$ cat config.mk
export PLATFORM = sky130hd
export DESIGN_NAME = bram_port_ctrl
export DESIGN_NICKNAME = d
export VERILOG_FILES = /design/src/rtl/bram_port_ctrl.sv
export SDC_FILE = /design/constraint.sdc
export NUM_CORES = 1
export LEC_CHECK = 0
export CAP_MARGIN = 20
export CORE_ASPECT_RATIO = 2
export CORE_UTILIZATION = 50
export DETAILED_ROUTE_END_ITERATION = 10
export PLACE_DENSITY = 0.87
export SLEW_MARGIN = 20
export SYNTH_ARGS = -nofsm -noshare
export SYNTH_HDL_FRONTEND = slang
export SYNTH_HIERARCHICAL = 1
export SYNTH_SLANG_ARGS = --single-unit
$ cat constraint.sdc
create_clock -name clk -period 7.7 [get_ports clk]
set_clock_uncertainty 0.2 [all_clocks]
set_input_delay 2.31 -clock clk [delete_from_list [all_inputs] [get_ports clk]]
set_output_delay 2.31 -clock clk [all_outputs]
set_load 0.05 [all_outputs]
$ cat src/rtl/bram_port_ctrl.sv
// rtl/bram_port_ctrl.sv - dual-client BRAM port controller with collision arbitration and response FIFOs (optional: BRAM_CTRL_RR_EN)

module bram_rsp_fifo #(
  parameter int W = 16
) (
  input  logic         clk,
  input  logic         rst_n,
  input  logic         push,
  input  logic [W-1:0] push_data,
  input  logic         ready,
  output logic         valid,
  output logic [W-1:0] data,
  output logic [1:0]   count
);
  logic [W-1:0] q1, q2;
  logic [W-1:0] n0, n1, n2;
  logic [1:0]   base, ncount;
  logic         pop;

  assign pop = valid && ready;

  // shift the head out on pop, then append the new word at the first free slot
  always_comb begin
    n0   = data;
    n1   = q1;
    n2   = q2;
    base = count;
    if (pop) begin
      n0   = q1;
      n1   = q2;
      base = count - 2'd1;
    end
    if (push) begin
      case (base)
        2'd0:    n0 = push_data;
        2'd1:    n1 = push_data;
        default: n2 = push_data;
      endcase
    end
    ncount = base + {1'b0, push};
  end

  // head entry and valid are flops so the response outputs come straight from registers
  always_ff @(posedge clk or negedge rst_n) begin
    if (!rst_n) begin
      data  <= '0;
      q1    <= '0;
      q2    <= '0;
      count <= '0;
      valid <= 1'b0;
    end else begin
      data  <= n0;
      q1    <= n1;
      q2    <= n2;
      count <= ncount;
      valid <= (ncount != 2'd0);
    end
  end
endmodule

module bram_port_ctrl #(
  parameter int RAM_WIDTH = 16,
  parameter int RAM_DEPTH = 1024,
  parameter int LOG       = 10
) (
  input  logic                 clk,
  input  logic                 rst_n,
  input  logic                 req_valid_a,
  output logic                 req_ready_a,
  input  logic                 req_we_a,
  input  logic [LOG-1:0]       req_addr_a,
  input  logic [RAM_WIDTH-1:0] req_wdata_a,
  input  logic                 req_valid_b,
  output logic                 req_ready_b,
  input  logic                 req_we_b,
  input  logic [LOG-1:0]       req_addr_b,
  input  logic [RAM_WIDTH-1:0] req_wdata_b,
  output logic                 rsp_valid_a,
  input  logic                 rsp_ready_a,
  output logic [RAM_WIDTH-1:0] rsp_data_a,
  output logic                 rsp_valid_b,
  input  logic                 rsp_ready_b,
  output logic [RAM_WIDTH-1:0] rsp_data_b,
  output logic                 wrena,
  output logic                 wrenb,
  output logic                 rdena,
  output logic                 rdenb,
  output logic [LOG-1:0]       addra,
  output logic [LOG-1:0]       addrb,
  output logic [RAM_WIDTH-1:0] dina,
  output logic [RAM_WIDTH-1:0] dinb,
  input  logic [RAM_WIDTH-1:0] douta,
  input  logic [RAM_WIDTH-1:0] doutb
);
  if (RAM_DEPTH > (1 << LOG)) begin : g_bad_depth
    $error("RAM_DEPTH does not fit in LOG address bits");
  end

  logic       pending_a, pending_b;
  logic [1:0] count_a, count_b;
  logic       credit_a, credit_b, elig_a, elig_b;
  logic       collision, win_a, fire_a, fire_b;

  // a read needs a guaranteed FIFO slot for itself and everything already in flight
  assign credit_a = ({1'b0, count_a} + {2'b00, pending_a}) < 3'd3;
  assign credit_b = ({1'b0, count_b} + {2'b00, pending_b}) < 3'd3;
  assign elig_a   = req_we_a || credit_a;
  assign elig_b   = req_we_b || credit_b;

  assign collision = req_valid_a && req_valid_b && (req_addr_a == req_addr_b) &&
                     (req_we_a || req_we_b);

`ifdef BRAM_CTRL_RR_EN
  logic turn_b;
  assign win_a = !turn_b;

  // winner alternates, advancing only when a collision actually lets one side through
  always_ff @(posedge clk or negedge rst_n) begin
    if (!rst_n)                            turn_b <= 1'b0;
    else if (collision && (fire_a || fire_b)) turn_b <= !turn_b;
  end
`else
  assign win_a = 1'b1;
`endif

  // the loser is held off only while the winner can really proceed, so a credit-starved
  // winner never deadlocks the other port
  assign req_ready_a = rst_n && elig_a && !(collision && !win_a && elig_b);
  assign req_ready_b = rst_n && elig_b && !(collision && win_a && elig_a);
  assign fire_a      = req_valid_a && req_ready_a;
  assign fire_b      = req_valid_b && req_ready_b;

  assign wrena = fire_a && req_we_a;
  assign rdena = fire_a && !req_we_a;
  assign wrenb = fire_b && req_we_b;
  assign rdenb = fire_b && !req_we_b;
  assign addra = req_addr_a;
  assign addrb = req_addr_b;
  assign dina  = req_wdata_a;
  assign dinb  = req_wdata_b;

  // pending marks the cycle where the RAM output register holds a read result
  always_ff @(posedge clk or negedge rst_n) begin
    if (!rst_n) begin
      pending_a <= 1'b0;
      pending_b <= 1'b0;
    end else begin
      pending_a <= rdena;
      pending_b <= rdenb;
    end
  end

  bram_rsp_fifo #(.W(RAM_WIDTH)) u_fifo_a (
    .clk(clk), .rst_n(rst_n), .push(pending_a), .push_data(douta), .ready(rsp_ready_a),
    .valid(rsp_valid_a), .data(rsp_data_a), .count(count_a)
  );

  bram_rsp_fifo #(.W(RAM_WIDTH)) u_fifo_b (
    .clk(clk), .rst_n(rst_n), .push(pending_b), .push_data(doutb), .ready(rsp_ready_b),
    .valid(rsp_valid_b), .data(rsp_data_b), .count(count_b)
  );
endmodule

### Yosys cells after proc, flatten, opt, wreduce, memory -nomap -nowiden

Cells that the tools add are included.
W data, S select, Z words.

* flip-flop bits (word level): 104
* bits of input ports: 92
* output and inout bits: 92
* logic and storage cells: 68

* add/subtract/negate cells: 6
* magnitude comparators: 2
* equal/unequal tests: 3
* multiplexer cells: 14
* bitwise logic cells: 2
* reduce and logical (&&, ||, !) cells: 29

Operators with widths (number)
* $mux W16: 12
* $logic_and A1 B1 Y1: 15
* $eq A10 B10 Y1: 1
* $add A2 B1 Y3: 2
* $lt A3 B2 Y1 const B: 2
* $add A2 B1 Y2: 2
* $eq A2 B1 Y1 const B: 2
* $logic_not A2 Y1: 2
* $mux W2: 2
* $reduce_and A2 Y1: 2
* $reduce_bool A2 Y1: 2
* $reduce_or A2 Y1: 2
* $sub A2 B1 Y2 const B: 2
* $logic_not A1 Y1: 3
* $logic_or A1 B1 Y1: 3
* $not A1 Y1: 2

### Longest topological paths before layout

Gate-level depths: netlist (run 1).

* depth in word-level cells: 8
* gate-level depth with buffers: 8
* mapped depth without buffers: 6

### By module

Netlist (run 1), hierarchy kept.

Modules (own cells, without submodules)
* bram_rsp_fifo: instances 2, cells an instance 170, area each 2357.3 sq um, sequential area each 1276.2 sq um
* bram_port_ctrl: instances 1, cells an instance 85, area each 683.2 sq um, sequential area each 50.0 sq um

### Least setup slack after synthesis (run 1)

OpenSTA, ideal clock, no wires.

* path type: input to output
* from: input req_addr_b[0]
* to: output rdenb
* arrival time: 3.556 ns
* required time: 5.190 ns
* slack: 1.634 ns
* stages: 4
* path buffers: 0
* cells stage by stage: xor2_1 > or4_1 > nor4_2 > nor2_1

* cells in the longest elaborated chain, start to end: 8

RTL lines
* start, declared: line 76 `input logic [LOG-1:0] req_addr_b,`
* $eq A10 B10 Y1: line 110 `assign collision = req_valid_a && req_valid_b && (req_addr_a == req_addr_b) &&`
* $logic_and A1 B1 Y1 (2 in series): line 110
* $logic_and A1 B1 Y1: line 129 `assign req_ready_b = rst_n && elig_b && !(collision && win_a && elig_a);`
* $logic_not A1 Y1: line 129
* $logic_and A1 B1 Y1: line 129
* $logic_and A1 B1 Y1: line 131 `assign fire_b = req_valid_b && req_ready_b;`
* $logic_and A1 B1 Y1: line 136 `assign rdenb = fire_b && !req_we_b;`
* end, declared: line 87 `output logic rdenb,`

No other way between the ends.

### Final worst setup path (run 1)

* from: input req_we_b
* to: output rdenb

* cells in the longest elaborated chain, start to end: 7
* elaborated cells between the ends (all ways): 10
* those cells by class: reduce/logical: 10

RTL lines
* start, declared: line 75 `input logic req_we_b,`
* $logic_or A1 B1 Y1: line 111 `(req_we_a || req_we_b);`
* $logic_and A1 B1 Y1: line 110
* $logic_and A1 B1 Y1: line 129
* $logic_not A1 Y1: line 129
* $logic_and A1 B1 Y1: line 129
* $logic_and A1 B1 Y1: line 131
* $logic_and A1 B1 Y1 (*): line 136

Every way passes the cells marked *; elsewhere a longest branch is shown, timed or not.

==> impl_metrics.csv, run 1 <==
group,metric,value,unit
worst_setup_path,cp-start-kind,"primary input",
global_routing,grt_first_pass_wirelength,16.8,mm
worst_setup_path,worstReg2RegStart,"u_fifo_b/valid$_DFF_PN0_",
job,drv_cap,0,
timing,rsz0062_at_grt,"false",
placement,place.gp.congestion,0.788,
pwr,p_leak,2.84,nW
worst_setup_path,end_kind,"primary output",
cts,cts_buffer_depth,2,
yosys,yosysWarnings,6,
global_routing,grt_pass1_vias,3469,
floorplanning,io_pins,184,
pwr,peakVddDrop,0.248,mV
floorplanning,core-area,0.0105,sq mm
worst_setup_path,critPathRequiredTime,5190,ps
floorplanning,die_y,149,microns
timing,max_slew_margin,24.7,%
hold_path,whs_endpoint,"u_fifo_b/q2[15]$_DFFE_PN0P_",
yosys,synth.distinct_cells,37,
worst_setup_path,startpoint,"req_we_b",
floorplanning,placementRows,53,
timing,worst_slew_pin_slew,1120,ps
cells_and_area,final_core_utilization,62.3,%
floorplanning,initial_core_util,51.5,%
cts,cts_tree,"built",
floorplanning,die_w,75.5,microns
yosys,synth_common_cells,"104 x dfrtp_1, 64 x mux2_1, 54 x buf_4",
detailed_routing,antenna_left,0,
global_routing,antenna_found_initial,1,
cts,postCtsHoldBufs,0,
cts,cts.reportedPaths.clkPinSlew,60,ps
cells_and_area,fin_nets,584,
placement,io_buffers,119,
detailed_routing,via_count,3286,
cts,post_cts_buffers,0,
cts,cts_resized,0,
yosys,synth_top_area_share,48.2,%
cells_and_area,drive_gt1_share,13.2,%
global_routing,grt_max_degree,68,
cells_and_area,nFillCells,853,
global_routing,track_usage,20.0,%
worst_setup_path,ff2ff_setup_slack,5020,ps
timing,setup_viol,0,
yosys,synthCells,425,
worst_setup_path,cp_max_fo,4,
cells_and_area,multi_input_area,0.00227,sq mm
worst_setup_path,crit_type,"primary input to primary output",
cts,clockRootBuffer,"clkbuf_16",
hold_path,whs_path_depth,1,
yosys,synth.avg_cell_area,12.7,sq um
outcome,status,"finished, final reports clean",
yosys,synth-edff-count,0,
yosys,async_flop_share,100,%
detailed_routing,first_pass_iters,4,
cells_and_area,regArea,0.00260,sq mm
worst_setup_path,r2r-end,"u_fifo_b/q1[4]$_DFF_PN0_",
pwr,cellPowerDensity,391,mW/mm^2
timing,min_period_over_period,94.0,%
hold_path,hold_class,"flip-flop to flip-flop",
yosys,seq_area_frac_synth,48.2,%
floorplanning,dieArea,0.0112,sq mm
yosys,mappedNetlistArea,0.00540,sq mm
cts,insertion_delay,340,ps
yosys,synthTopCellsByArea,"dfrtp_1 48%, mux2_1 13%, buf_4 7.5%",
cts,htreeDepth,3,
cts,cts_buffers,9,
yosys,yosysTopAreaCell,"dfrtp_1",
timing,tns,0,ps
timing,fin_crit,7230,ps
detailed_routing,first_iter_violations,193,
cells_and_area,syn_to_final_growth,20.9,%
detailed_routing,wl_per_cell,16.9,microns
timing,drv_slew,0,
hold_path,worstHoldStart,"u_fifo_b/q2[15]$_DFFE_PN0P_",
global_routing,grt-ovfl-total,0,
placement,place_hpwl,7.44,mm
yosys,ys_ff_latch,104,
cts,clock_sinks,104,
detailed_routing,drc,0,
worst_setup_path,r2r_cells,4,
detailed_routing,finalWirelength,10.6,mm
worst_setup_path,worst_ep_arrival_time,4720,ps
detailed_routing,viasPerCell,5.22,
yosys,synthFlopType,"dfrtp_1",
yosys,yosysMostFrequentCell,"dfrtp_1",
timing,fmax,138,MHz
timing,final_hold_viol_count,0,
yosys,synth.net_count,523,
-- where the power goes --
part | internal (mW) | switching [mW]
clock network | 0.222 | 0.201
registers | 0.816 | 0.159
logic | 0.528 | 0.628
-- cells by family (layout without fill, tap and decap cells) --
logic type / count (synthesis) / in the layout / synth area share [%]
AOI/OAI and AO/OA: 40 / 40 / 4.27
DFF: 104 / 104 / 48.2
other: 0 / 1 / 0
and+or+nand+nor: 63 / 63 / 6.49
xor gates and xnor gates: 14 / 14 / 2.55
adders and majority gates: 6 / 6 / 1.39
buffers and inverters: 70 / 136 / 9.74
muxes: 128 / 128 / 27.4
-- critical path: stages --
cell and delay, ps:
clkdlybuf4s50_1 530, o211ai_1 110, or4_1 540, nor4_2 380, nor2_1 140, clkdlybuf4s50_1 720
-- worst max-delay path by stage --
stage / depth (start not counted) / to / slack [ps]
finish: 6 / rdenb / 470
global route: 6 / rdenb / 350
CTS: 6 / rdenb / 480
detailed placement: 6 / rdenb / 490
global placement: 6 / rdenb / 560
floorplan: 4 / rdenb / 1630
-- flip-flops by register name, summed over array words and instances, names as in the netlist, 2 cells and up --
register,count
u_fifo_b/data,16
u_fifo_a/q2,16
u_fifo_b/q2,16
u_fifo_b/count,2
u_fifo_a/data,16
u_fifo_a/count,2
u_fifo_a/q1,16
u_fifo_b/q1,16
-- area by class of cell --
cell class	instances	share of cell area [%]
well taps	137	2.63
flip-flops and latches	104	39.9
clock inverters	7	0.843
diodes	1	0.0383
multi-input cells	251	34.8
repair buffers	120	18.3
clock buffers	9	3.45
-- metrics by stage --
step	cell area, sq um	instances	hold WS [ps]	total power, mW	setup slack [ps]
after floorplan	5400	425	250	1.84	1630
after global placement	6240	612	259	2.09	557
after global routing	6530	629	302	2.69	349
after CTS	6520	628	289	2.58	483
after detailed placement	6240	612	272	2.15	488
final	6530	629	283	2.55	465
-- cells in the final DEF, fill, tap and decap left out, drive strengths merged, types with 2 or more instances in the layout --
master / synthesis / final
buf: 66 / 2
clkinv: 0 / 3
nor3b: 2 / 2
and3b: 2 / 2
nand3b: 2 / 2
ha: 6 / 6
a21boi: 2 / 2
a21oi: 2 / 2
nand2: 38 / 38
nor2b: 3 / 3
xor2: 5 / 5
o21ai: 35 / 35
clkdlybuf4s50: 0 / 118
clkinvlp: 0 / 2
mux2: 96 / 96
mux2i: 32 / 32
nand3: 2 / 2
or2: 2 / 2
xnor2: 9 / 9
nor2: 4 / 4
inv: 0 / 2
clkbuf: 4 / 9
and4bb: 2 / 2
dfrtp: 104 / 104
-- per-layer routing --
metal  track usage (%)  share of wire (%)  vias to the layer above
met3              3.92                4.5                       29
met4              11.3                3.6                        0
li1                  -                  -                     1546
met1              21.4                 37                     1616
met2              35.2                 55                       95
met5                 0                  0                        -
(Power assumes the default switching activity.)
==> inputs of run 2 (changes only) <==
ABC_AREA = 0   (was unset)
==> results of run 2 <==
Same layout as run 1: the final DEF is identical, and so are final timing and power.
